**config.mk**
```make
export PLATFORM = sky130hd
export DESIGN_NAME = locker_ctrl
export DESIGN_NICKNAME = d
export VERILOG_FILES = /design/src/rtl/locker_pkg.sv /design/src/rtl/locker_timer.sv /design/src/rtl/locker_ctrl.sv
export SDC_FILE = /design/constraint.sdc
export NUM_CORES = 1
export LEC_CHECK = 0
export CORE_MARGIN = 2
export CORE_UTILIZATION = 35
export CTS_CLUSTER_DIAMETER = 40
export DETAILED_ROUTE_END_ITERATION = 8
export PLACE_DENSITY = 0.58
export SETUP_SLACK_MARGIN = 0.3
export SYNTH_ARGS = -nofsm -noshare
export SYNTH_HDL_FRONTEND = slang
export SYNTH_SLANG_ARGS = --single-unit
```
**constraint.sdc**
```tcl
create_clock -name C -period 2 [get_ports C]
set_clock_uncertainty 0.05 [all_clocks]
set_input_delay 0.4 -clock C [delete_from_list [all_inputs] [get_ports C]]
set_output_delay 0.4 -clock C [all_outputs]
set_load 0.02 [all_outputs]
```
**src/rtl/locker_pkg.sv**
```systemverilog
// Shared state encoding, default code geometry and counter sizing for the combination locker.
// Also used by the latch-bank wrapper so both sides agree on DIGITS x DIGIT_W.
package locker_pkg;

   localparam int LOCKER_DIGITS  = 4;
   localparam int LOCKER_DIGIT_W = 4;

   typedef enum logic [2:0] {
      ST_IDLE,
      ST_ENTER,
      ST_CHECK,
      ST_OPEN,
      ST_PROG,
      ST_LOCKOUT
   } locker_state_t;

   // Counters hold their bound itself, so one extra bit beyond clog2.
   function automatic int cnt_w(input int bound);
      return $clog2(bound) + 1;
   endfunction

endpackage

```
**src/rtl/locker_timer.sv**
```systemverilog
// Loadable saturating down-counter; load takes effect on the next edge, done is high during the last counted cycle.
// No backpressure: load simply restarts the count.
module locker_timer
   import locker_pkg::*;
#(
   parameter int MAX_COUNT = 16
) (
   input  logic C,
   input  logic CLRn,
   input  logic load,
   output logic done
);

   localparam int W = cnt_w(MAX_COUNT);

   logic [W-1:0] cnt_q;

   always_ff @(posedge C or negedge CLRn) begin
      if (!CLRn) begin
         cnt_q <= '0;
      end else if (load) begin
         cnt_q <= W'(MAX_COUNT);
      end else if (cnt_q != '0) begin
         cnt_q <= cnt_q - W'(1);
      end
   end

   assign done = (cnt_q == W'(1));

endmodule

```
**src/rtl/locker_ctrl.sv**
```systemverilog
// Combination-lock sequencer: keypad entry, code check, unlock timing and latch-bank programming; lockout optional via LOCKER_LOCKOUT_EN.
// All outputs registered; OK -> UNLOCK/ALARM two edges later; strobes arriving outside their state are dropped (no backpressure).
module locker_ctrl
   import locker_pkg::*;
#(
   parameter int DIGITS         = LOCKER_DIGITS,
   parameter int DIGIT_W        = LOCKER_DIGIT_W,
   parameter int OPEN_CYCLES    = 16,
   parameter int MAX_FAIL       = 3,
   parameter int LOCKOUT_CYCLES = 64
) (
   input  logic                      C,
   input  logic                      CLRn,
   input  logic                      KEY_V,
   input  logic [DIGIT_W-1:0]        KEY,
   input  logic                      OK,
   input  logic                      SET,
   input  logic [DIGITS*DIGIT_W-1:0] LAT_Q,
   output logic [DIGIT_W-1:0]        LAT_D,
   output logic [DIGITS-1:0]         LAT_C,
   output logic                      UNLOCK,
   output logic                      ALARM,
   output logic                      BUSY
);

   localparam int               IDX_W    = cnt_w(DIGITS);
   localparam logic [IDX_W-1:0] IDX_FULL = IDX_W'(DIGITS);

   locker_state_t               state_q;
   logic [IDX_W-1:0]            idx_q;
   logic [DIGITS*DIGIT_W-1:0]   code_buf_q;
   logic                        force_miss_q;
   logic                        unlock_q;
   logic                        busy_q;
   logic [DIGIT_W-1:0]          lat_d_q;
   logic [DIGITS-1:0]           lat_c_q;

   logic                        code_ok;
   logic                        open_load;
   logic                        open_done;

   // A short entry or a bare OK can never match, even against an all-zero stored code.
   assign code_ok   = !force_miss_q && (code_buf_q == LAT_Q);
   assign open_load = (state_q == ST_CHECK) && code_ok;

   locker_timer #(
      .MAX_COUNT (OPEN_CYCLES)
   ) u_open_timer (
      .C    (C),
      .CLRn (CLRn),
      .load (open_load),
      .done (open_done)
   );

`ifdef LOCKER_LOCKOUT_EN
   localparam int FAIL_W = cnt_w(MAX_FAIL);

   logic [FAIL_W-1:0] fail_q;
   logic [FAIL_W-1:0] fail_inc;
   logic              alarm_q;
   logic              lock_trip;
   logic              lock_load;
   logic              lock_done;

   assign fail_inc  = (fail_q == '1) ? fail_q : fail_q + FAIL_W'(1);
   assign lock_trip = (fail_inc >= FAIL_W'(MAX_FAIL));
   assign lock_load = (state_q == ST_CHECK) && !code_ok && lock_trip;

   locker_timer #(
      .MAX_COUNT (LOCKOUT_CYCLES)
   ) u_lock_timer (
      .C    (C),
      .CLRn (CLRn),
      .load (lock_load),
      .done (lock_done)
   );

   assign ALARM = alarm_q;
`else
   logic unused_cfg;
   assign unused_cfg = ^{MAX_FAIL[0], LOCKOUT_CYCLES[0]};
   assign ALARM      = 1'b0;
`endif

   always_ff @(posedge C or negedge CLRn) begin
      if (!CLRn) begin
         state_q      <= ST_IDLE;
         idx_q        <= '0;
         code_buf_q   <= '0;
         force_miss_q <= 1'b0;
         unlock_q     <= 1'b0;
         busy_q       <= 1'b0;
         lat_d_q      <= '0;
         lat_c_q      <= '0;
`ifdef LOCKER_LOCKOUT_EN
         fail_q       <= '0;
         alarm_q      <= 1'b0;
`endif
      end else begin
         lat_c_q <= '0;
         case (state_q)
            ST_IDLE: begin
               if (OK) begin
                  state_q      <= ST_CHECK;
                  force_miss_q <= 1'b1;
                  busy_q       <= 1'b1;
               end else if (KEY_V) begin
                  code_buf_q[DIGIT_W-1:0] <= KEY;
                  idx_q                   <= IDX_W'(1);
                  state_q                 <= ST_ENTER;
               end
            end

            ST_ENTER: begin
               if (OK) begin
                  state_q      <= ST_CHECK;
                  force_miss_q <= (idx_q < IDX_FULL);
                  busy_q       <= 1'b1;
               end else if (KEY_V && (idx_q < IDX_FULL)) begin
                  for (int i = 0; i < DIGITS; i++) begin
                     if (idx_q == IDX_W'(i)) code_buf_q[i*DIGIT_W +: DIGIT_W] <= KEY;
                  end
                  idx_q <= idx_q + IDX_W'(1);
               end
            end

            ST_CHECK: begin
               idx_q        <= '0;
               code_buf_q   <= '0;
               force_miss_q <= 1'b0;
               if (code_ok) begin
                  state_q  <= ST_OPEN;
                  unlock_q <= 1'b1;
                  busy_q   <= 1'b0;
`ifdef LOCKER_LOCKOUT_EN
                  fail_q   <= '0;
               end else if (lock_trip) begin
                  state_q  <= ST_LOCKOUT;
                  alarm_q  <= 1'b1;
                  fail_q   <= fail_inc;
               end else begin
                  state_q  <= ST_IDLE;
                  busy_q   <= 1'b0;
                  fail_q   <= fail_inc;
               end
`else
               end else begin
                  state_q  <= ST_IDLE;
                  busy_q   <= 1'b0;
               end
`endif
            end

            ST_OPEN: begin
               // SET wins over expiry so a last-cycle request still reprograms.
               if (SET) begin
                  state_q  <= ST_PROG;
                  unlock_q <= 1'b0;
                  idx_q    <= '0;
                  busy_q   <= 1'b1;
               end else if (open_done) begin
                  state_q  <= ST_IDLE;
                  unlock_q <= 1'b0;
               end
            end

            ST_PROG: begin
               // Leaving one cycle after the last key lets its enable pulse finish first.
               if (idx_q == IDX_FULL) begin
                  state_q <= ST_IDLE;
                  idx_q   <= '0;
                  busy_q  <= 1'b0;
               end else if (KEY_V) begin
                  lat_d_q <= KEY;
                  for (int i = 0; i < DIGITS; i++) begin
                     lat_c_q[i] <= (idx_q == IDX_W'(i));
                  end
                  idx_q <= idx_q + IDX_W'(1);
               end
            end

`ifdef LOCKER_LOCKOUT_EN
            ST_LOCKOUT: begin
               if (lock_done) begin
                  state_q <= ST_IDLE;
                  alarm_q <= 1'b0;
                  busy_q  <= 1'b0;
                  fail_q  <= '0;
               end
            end
`endif

            default: begin
               state_q  <= ST_IDLE;
               unlock_q <= 1'b0;
               busy_q   <= 1'b0;
            end
         endcase
      end
   end

   assign LAT_D  = lat_d_q;
   assign LAT_C  = lat_c_q;
   assign UNLOCK = unlock_q;
   assign BUSY   = busy_q;

endmodule

```
Yosys cells after proc, flatten, opt, wreduce, memory -nomap -nowiden
Cells that the tools add are included.
{"block": "totals", "ff_bits": 38, "latch_bits": 0, "mem_bits_rw": 0, "rom_bits": 0, "inputBits": 25, "output_inout_bits": 11, "elab_cells": 107, "mem_count": 0}
{"block": "op_classes", "addsub": 2, "multipliers": 0, "n_div": 0, "order_cmp": 1, "eq_ne": 27, "shift": 0, "n_mux": 40, "n_bitwise": 2, "n_reduce_logical": 23}
{"op": "$mux W3", "count": 12}
{"op": "$mux W4", "count": 9}
{"op": "$mux W16", "count": 2}
{"op": "$pmux W3 S5", "count": 2}
{"op": "$ne A2 B2 Y1 const B", "count": 13}
{"op": "$pmux W12 S2", "count": 1}
{"op": "$eq A16 B16 Y1", "count": 1}
{"op": "$reduce_and A4 Y1", "count": 4}
{"op": "$eq A3 B2 Y1 const B", "count": 4}
{"op": "$pmux W4 S3", "count": 1}
{"op": "$reduce_and A3 Y1", "count": 4}
{"op": "$mux W5", "count": 2}
{"op": "$reduce_bool A5 Y1", "count": 2}
{"op": "$ne A3 B3 Y1 const B", "count": 3}
{"op": "$pmux W1 S3", "count": 3}
{"op": "$mux W1", "count": 7}
{"op": "$reduce_and A7 Y1", "count": 1}
{"op": "$eq A3 B1 Y1 const B", "count": 2}
{"op": "$eq A3 B3 Y1 const B", "count": 2}
{"op": "$logic_not A3 Y1", "count": 2}
{"op": "$reduce_and A6 Y1", "count": 1}
{"op": "$eq A5 B1 Y1 const B", "count": 1}
{"op": "$sub A5 B1 Y5 const B", "count": 1}
{"op": "$reduce_bool A2 Y1", "count": 2}
{"op": "10 further kinds", "count": 13}

Logic depth before layout (Yosys ltp)
Gate-level depths: netlist of run 1.
{"block": "logic_depth", "depth_word": 5, "mapped_depth": 6, "depth_no_buf": 6}

By module
A second synthesis of run 1 with hierarchy kept.
{"block": "unflattened", "cells_unflattened": 190, "hier_area_um2": 2039.5}
{"mod": "locker_ctrl", "n_inst": 1, "cells_each": 164, "area_per_inst_um2": 1770.4, "seq_area_each_um2": 825.8}
{"mod": "locker_timer", "n_inst": 1, "cells_each": 26, "area_per_inst_um2": 269.0, "seq_area_each_um2": 125.1}

Least setup slack after synthesis of run 1
Ideal clock, no wire load.
{"block": "synth_timing", "path_type": "register to register", "start": "reg idx_q[0]", "end": "reg idx_q[1]", "setup_ns": 0.125, "arrival_ns": 1.598, "t_required_ns": 1.825, "setup_slack_ns": 0.227, "stages_incl_launch_ff": 7, "path_buffers": 0, "synth_period_minus_slack_ns": 1.773, "path_cell_list": "dfrtp_1 -> inv_1 -> ha_1 -> a21o_1 -> a211o_1 -> nor2_2 -> mux2_4"}
{"block": "synth_between", "elab_chain_len": 4, "elab_cells_between_ends": 12, "classes_between": "1 x add/sub; 1 x order compare; 3 x eq/ne; 5 x mux; 2 x reduce/logical"}
{"item": "start, declared", "line_no": "locker_ctrl.sv:30", "text": "logic [IDX_W-1:0] idx_q;"}
{"item": "start signal, assigned", "line_no": "locker_ctrl.sv:123", "text": "idx_q <= idx_q + IDX_W'(1);"}
{"item": "start signal, assigned", "line_no": "locker_ctrl.sv:178", "text": "idx_q <= idx_q + IDX_W'(1);"}
{"item": "$add A3 B1 Y3 / $lt A3 B3 Y1 (equally long branches)", "line_no": "locker_ctrl.sv:123, locker_ctrl.sv:178, locker_ctrl.sv:119"}
{"item": "$mux W3, or another cell as far along", "line_no": "locker_ctrl.sv:173", "text": "end else if (KEY_V) begin"}
{"item": "$mux W3, or another cell as far along", "line_no": "locker_ctrl.sv:169", "text": "if (idx_q == IDX_FULL) begin"}
{"item": "$pmux W3 S5 / $reduce_and A7 Y1 (equally long branches)"}
Parallel ways exist; a longest one is shown, timed or not. The select of a mux whose other input is x is not followed.
A chain may end at the register's enable or synchronous reset.

Final worst setup path of run 1
{"block": "layout_timing", "start": "reg idx_q[1]", "end": "reg idx_q[2]"}
Same word-level chain as after synthesis.

==> flow_summary.json, run 1 <==
{
  "wl_per_cell_um": 14.8,
  "p_leak_nw": 1.35,
  "period_needed_ps": 1700,
  "grt_antenna_before_repair": 0,
  "final_nets": 280,
  "drtAntennaViolNets": 0,
  "cts.sinks": 38,
  "outcome": "finished clean",
  "p_total_mw": 3.88,
  "critPathRequiredTime_ps": 2140,
  "hold_slack_ps": 80.4,
  "synth_area_leaders": "dfrtp_1 (45%), mux2_2 (8.5%), xnor2_1 (6.6%), ha_1 (4.1%), a21oi_1 (3.5%)",
  "gr-total-overflow": 0,
  "cts_buffers": 5,
  "yosys.area_share.simple": 0.163,
  "dp_cells": 312,
  "cts_tree": "done",
  "synth_top_family_by_area": "simple AND/OR/NAND/NOR gates",
  "synth_area_sq_um": 2130,
  "grt_pass1_vias": 1664,
  "max-cap-violations": 0,
  "relSlewSlack": 0.665,
  "post-place-ws_ps": -72.1,
  "n_antenna_cell": 0,
  "synth_compound_area_frac": 0.126,
  "synth_ff_type": "dfrtp_1",
  "synth_fa_ha_area_frac": 0.0411,
  "start_kind": "register",
  "clk_latency_ps": 300,
  "worst_pin_slew_ps": 503,
  "async_flop_share": 1.00,
  "yosysWarnings": 0,
  "cpLargestDelayFamily": "compound AO/OA/AOI/OAI gates",
  "grt_pass1_wl_um": 7980,
  "avgSynthCellArea_sq_um": 11.2,
  "gp_congestion": 0.779,
  "area_delta_synth_final_pct": 34.8,
  "final_cell_mix": "dfrtp_1 (34), clkdlybuf4s50_1 (21), buf_4 (21)",
  "rrSetupSlack_ps": 300,
  "viasPerCell": 5.07,
  "core_area_sq_um": 5890,
  "maxSlewViolCount": 0,
  "arrival_ps": 1830,
  "report.final.setup_viol": 0,
  "dieHeight_um": 82.0,
  "yosysTopAreaCellShare": 0.446,
  "end_kind": "register",
  "hpwl_um": 3500,
  "dr.pass1.iters": 4,
  "crit_buf_inv": 1,
  "clock_path_buffers": 2,
  "grt_start_max_net_pins": 39,
  "yosys.area.top_type": "dfrtp_1",
  "crit_fanout": 5,
  "syn-num-nets": 223,
  "start_util": 0.362,
  "io_buffers": 34,
  "synth-xor-area-share": 0.0699,
  "max_stage_delay_ps": 350,
  "synthMuxAreaShare": 0.122,
  "crit_chain": "inv_1 > ha_4 > a21o_1 > a211o_1 > nor2_4 > mux2_4",
  "layout_commonest_cell": "dfrtp_1",
  "die_w_um": 82.0,
  "vias": 1642,
  "synth.distinct_cells": 51,
  "drive_gt1_frac": 0.265,
  "fillCellCount": 561,
  "finalWorstSetupSlack_ps": 303,
  "ctsHtreeMaxLevel": 2,
  "cellPowerDensity_nw_per_um2": 1350,
  "yosysSeqAreaShare": 0.446,
  "hold_viol": 0,
  "finalNonFillerCells": 324,
  "worst_hold_path_type": "input pin to asynchronous set/reset pin",
  "rsz0062_at_grt": "true",
  "syn_inst": 191,
  "max_freq_mhz": 589,
  "clkTransAtPathRegs_ps": 80,
  "post-route-period-util": 0.849,
  "pin_count": 36,
  "root_buffer": "clkbuf_8",
  "drt-initial-drc-count": 87,
  "ir_drop_uv": 560,
  "criticalPathCategory": "register to register",
  "drc": 0,
  "yosys_register_bits": 38,
  "rows": 28,
  "grt_usage": 0.160,
  "die_area_sq_um": 6730,
  "drt-total-wl_um": 4800,
  "crit_slowest_cell": "dfrtp_1",
  "synth_edf_count": 0
}
-- cell families after synthesis --
| group | after synthesis |
|---|---|
| other | 1 |
| adder cells (fa/ha/maj) | 7 |
| flip-flops | 38 |
| buffers and inverters | 14 |
| AND/OR/NAND/NOR | 51 |
| XOR/XNOR | 17 |
| AO/OA/AOI/OAI | 40 |
| multiplexers | 23 |
-- layer usage --
metal,up-vias,global-route usage,part of all wire
li1,798,-,-
met1,814,0.201,0.46
met2,24,0.261,0.49
met3,6,0.0451,0.040
met4,0,0.0550,0.014
met5,-,0,0
-- final cells by class --
class / instances / area (sq um) / area share
tap: 75 / 93.8 / 0.0327
clock buffer: 5 / 68.8 / 0.0240
inverter: 9 / 33.8 / 0.0118
multi-input combinational: 139 / 1170 / 0.409
timing repair buffer: 55 / 500 / 0.174
sequential: 38 / 956 / 0.333
clock inverter: 3 / 45.0 / 0.0157
-- power by group --
| group | internal, mW | leakage [nW] | switching, mW | total (mW) |
|---|---|---|---|---|
| combinational | 1.02 | 0.824 | 0.857 | 1.88 |
| sequential | 1.06 | 0.476 | 0.278 | 1.34 |
| clock | 0.371 | 0.0504 | 0.294 | 0.665 |
-- sequential cells by signal, summed over array words and instances, names as in the netlist --
register	flops
code_buf_q	16
u_open_timer.cnt_q	5
LAT_C	4
LAT_D	4
idx_q	3
state_q	3
BUSY	1
UNLOCK	1
force_miss_q	1
-- worst register-to-register path: stages (launching register included) --
cell and delay [ps]:
dfrtp_1 350, inv_1 80, ha_4 190, a21o_1 170, a211o_1 300, nor2_4 130, mux2_4 310
-- cell usage after synthesis, types with 2 or more instances --
cell type	instances
nand4_1	7
o21ai_0	4
o2bb2ai_1	2
buf_4	2
inv_1	9
o21a_1	2
o31ai_1	3
and2b_1	6
a21oi_2	2
and2_1	3
a21oi_1	15
xnor2_1	16
mux2_4	2
mux2_2	16
buf_2	2
nor2b_1	2
or3_1	2
nor2_1	12
ha_1	7
nor3_1	2
mux2i_1	5
nand2_1	4
dfrtp_1	38
-- worst paths after layout --
| path | startpoint | endpoint | cells after the start |
|---|---|---|---|
| worst max-delay path | idx_q[1]$_DFFE_PN0P_ | idx_q[2]$_DFFE_PN0P_ | 6 |
| worst min-delay path | CLRn | UNLOCK$_DFFE_PN0P_ | 2 |
| worst max register to register | idx_q[1]$_DFFE_PN0P_ | idx_q[2]$_DFFE_PN0P_ | 6 |
| worst min register to register | LAT_D[0]$_DFFE_PN0P_ | LAT_D[0]$_DFFE_PN0P_ | 1 |
| max in group asynchronous | CLRn | state_q[1]$_DFFE_PN0P_ | 2 |
| min in group C | LAT_D[0]$_DFFE_PN0P_ | LAT_D[0]$_DFFE_PN0P_ | 1 |
-- stage by stage --
step | area, sq um | utilization | TNS, ps
final | 2870 | 0.488 | 0
after global routing | 2870 | 0.488 | 0
after CTS | 2810 | 0.478 | 0
after detailed placement | 2670 | 0.454 | -593
after global placement | 2670 | 0.454 | -326
after floorplan | 2140 | - | 0
-- timing repair --
item                                    CTS  global route
hold endpoints to repair                  0             0
setup buffers                             3             1
resized for setup                        13            14
pin swaps                                 2             3
endpoints found under the setup margin   31            30
hold buffers                              0             0
(Power assumes the default switching activity.)
==> run 2, diff against run 1 <==
--- a/config.mk
+++ b/config.mk
@@ -9,7 +9,7 @@
 export CORE_UTILIZATION = 35
 export CTS_CLUSTER_DIAMETER = 40
 export DETAILED_ROUTE_END_ITERATION = 8
-export PLACE_DENSITY = 0.58
+export PLACE_DENSITY = 0.6
 export SETUP_SLACK_MARGIN = 0.3
 export SYNTH_ARGS = -nofsm -noshare
 export SYNTH_HDL_FRONTEND = slang
==> constraint.sdc (replaced) <==
create_clock -name C -period 1.5 [get_ports C]
set_clock_uncertainty 0.05 [all_clocks]
set_input_delay 0.3 -clock C [delete_from_list [all_inputs] [get_ports C]]
set_output_delay 0.3 -clock C [all_outputs]
set_load 0.02 [all_outputs]
==> run 2 against run 1 <==
- the flow now finishes with violations (negative setup slack)
- via count up 3.0%
- critical path depth unchanged
- register-to-register slack worse by 530 ps
- worst hold slack better by 330 ps
- highest routed layer unchanged
- global-route usage up 0.23 points
- critical endpoint unchanged
- count of clock-buffer cells in the layout unchanged
- design area up 12%
- largest cell class unchanged
- sequential power up 32%
- maximum frequency down 1.8%
==> flow_summary.json, run 2 (synthesis results as in run 1) <==
{
  "end_kind": "register",
  "dieHeight_um": 82.0,
  "hpwl_um": 3740,
  "reg_top3": "code_buf_q x16, u_open_timer.cnt_q x5",
  "grt_pass1_wl_um": 7980,
  "root_buffer": "clkbuf_8",
  "reg2reg_depth": 6,
  "start_util": 0.362,
  "ir_drop_uv": 741,
  "final_nets": 308,
  "die_area_sq_um": 6730,
  "ctsHtreeMaxLevel": 2,
  "hold_viol": 0,
  "dr.pass1.iters": 4,
  "report.final.setup_viol": 32,
  "die_w_um": 82.0,
  "placed_area_sq_um": 2900,
  "vias": 1691,
  "drt-total-wl_um": 4920,
  "largest_reg_flops": 16,
  "cp-startpoint": "idx_q[0]$_DFFE_PN0P_",
  "io_buffers": 34,
  "outcome": "complete, but fails checks",
  "maxSlewViolCount": 0,
  "critPathRequiredTime_ps": 1630,
  "cellPowerDensity_nw_per_um2": 1890,
  "max_stage_delay_ps": 420,
  "finalNonFillerCells": 352,
  "crit_slowest_cell": "dfrtp_1",
  "violations": "negative setup slack",
  "post-route-period-util": 1.15,
  "max_freq_mhz": 579,
  "grt_start_max_net_pins": 20,
  "rrSetupSlack_ps": -230,
  "core_area_sq_um": 5890,
  "gp_congestion": 0.770,
  "area_delta_synth_final_pct": 51.0,
  "period_needed_ps": 1730,
  "finish.utilization": 0.547,
  "arrival_ps": 1860,
  "grt_usage": 0.162,
  "viasPerCell": 4.80,
  "crit_chain": "inv_2 > ha_4 > a21o_1 > a211o_1 > nor2_4 > mux2_4",
  "rows": 28,
  "dp_cells": 334,
  "grt_pass1_vias": 1714,
  "gr-total-overflow": 0,
  "clkTransAtPathRegs_ps": 90,
  "rsz0062_at_grt": "true",
  "drt-initial-drc-count": 69,
  "grt_antenna_before_repair": 0,
  "wl_per_cell_um": 14.0,
  "drc": 0,
  "max-cap-violations": 0,
  "p_leak_nw": 1.47,
  "cts.sinks": 38,
  "design_area_sq_um": 3220,
  "hold_slack_ps": 407,
  "final_cell_mix": "buf_4 (42), dfrtp_1 (37), clkdlybuf4s50_1 (23)",
  "cts_tree": "done",
  "worst_hold_path_type": "input pin to asynchronous set/reset pin",
  "n_antenna_cell": 0,
  "rr_startpoint": "idx_q[0]$_DFFE_PN0P_",
  "clk_latency_ps": 300,
  "cp-endpoint": "idx_q[2]$_DFFE_PN0P_",
  "clock_path_buffers": 2,
  "top_register": "code_buf_q",
  "cts_buffers": 5,
  "finalWorstSetupSlack_ps": -228,
  "pin_count": 36,
  "crit_fanout": 4,
  "r2r-end": "idx_q[2]$_DFFE_PN0P_",
  "layout_commonest_cell": "buf_4",
  "drive_gt1_frac": 0.397,
  "criticalPathCategory": "register to register",
  "fillCellCount": 528,
  "start_kind": "register",
  "drtAntennaViolNets": 0
}
==> run 2: cell count changes in the layout (fill, tap and decap cells not counted), sizes merged <==
cell,previous run,this run
buf,22,59
dlygate4sd2,6,0
dlymetal6s2s,6,0
clkdlybuf4s50,21,23
clkinvlp,2,0
bufinv,1,2
clkinv,0,1
dlygate4sd3,0,1
==> run 2: metal layers <==
layer | up-vias | track usage | share of wire
li1 | 858 | - | -
met5 | - | 0 | 0
met3 | 4 | 0.0374 | 0.033
met2 | 32 | 0.263 | 0.46
met1 | 797 | 0.209 | 0.49
met4 | 0 | 0.0617 | 0.013
==> run 2: worst max-delay path, delay by kind of cell, from the launching register on <==
kind / cells / cell delay [ps]
AOI/OAI and AO/OA: 2 / 460
buffers and inverters: 1 / 80
muxes: 1 / 310
and+or+nand+nor: 1 / 130
adders and majority gates: 1 / 170
DFF: 1 / 420
==> run 2: area by class of cell <==
type / count / area (sq um) / share of cell area
clock buffers: 5 / 68.8 / 0.0214
clock inverters: 3 / 68.8 / 0.0214
inverters: 9 / 33.8 / 0.0105
multi-input cells: 139 / 1280 / 0.399
flip-flops and latches: 38 / 952 / 0.296
well taps: 75 / 93.8 / 0.0292
repair buffers: 83 / 716 / 0.222
==> run 2: what timing repair did <==
item / in CTS / in global routing
setup endpoints to repair: 48 / 44
pin swaps: 7 / 6
buffers inserted: 8 / 1
endpoints found under the hold margin: 17 / 0
hold buffers: 1 / 0
resized for setup: 69 / 9
==> run 2: where the power goes <==
| group | switching [mW] | internal, mW |
|---|---|---|
| clock network | 0.389 | 0.667 |
| logic | 1.37 | 1.88 |
| registers | 0.363 | 1.41 |
==> run 2: worst min-delay path by stage <==
stage          start                          to  slack [ps]  cells after the start
2_1_floorplan   CLRn            BUSY$_DFFE_PN0P_         -50                      0
3_3_place_gp    CLRn          LAT_C[1]$_DFF_PN0_         210                      1
3_5_place_dp    CLRn          LAT_C[0]$_DFF_PN0_         210                      1
4_1_cts         CLRn  code_buf_q[11]$_DFFE_PN0P_         420                      2
5_1_grt         CLRn  code_buf_q[11]$_DFFE_PN0P_         440                      2
6_report        CLRn   code_buf_q[4]$_DFFE_PN0P_         410                      2
==> run 2: stage by stage <==
stage / total power [mW] / setup slack (ps) / setup TNS, ps
after floorplan: 3.61 / -164 / -556
after global placement: 4.61 / -442 / -10350
after detailed placement: 4.65 / -472 / -10590
after CTS: 6.04 / -209 / -4470
after global routing: 6.52 / -278 / -6890
final: 6.08 / -228 / -4400
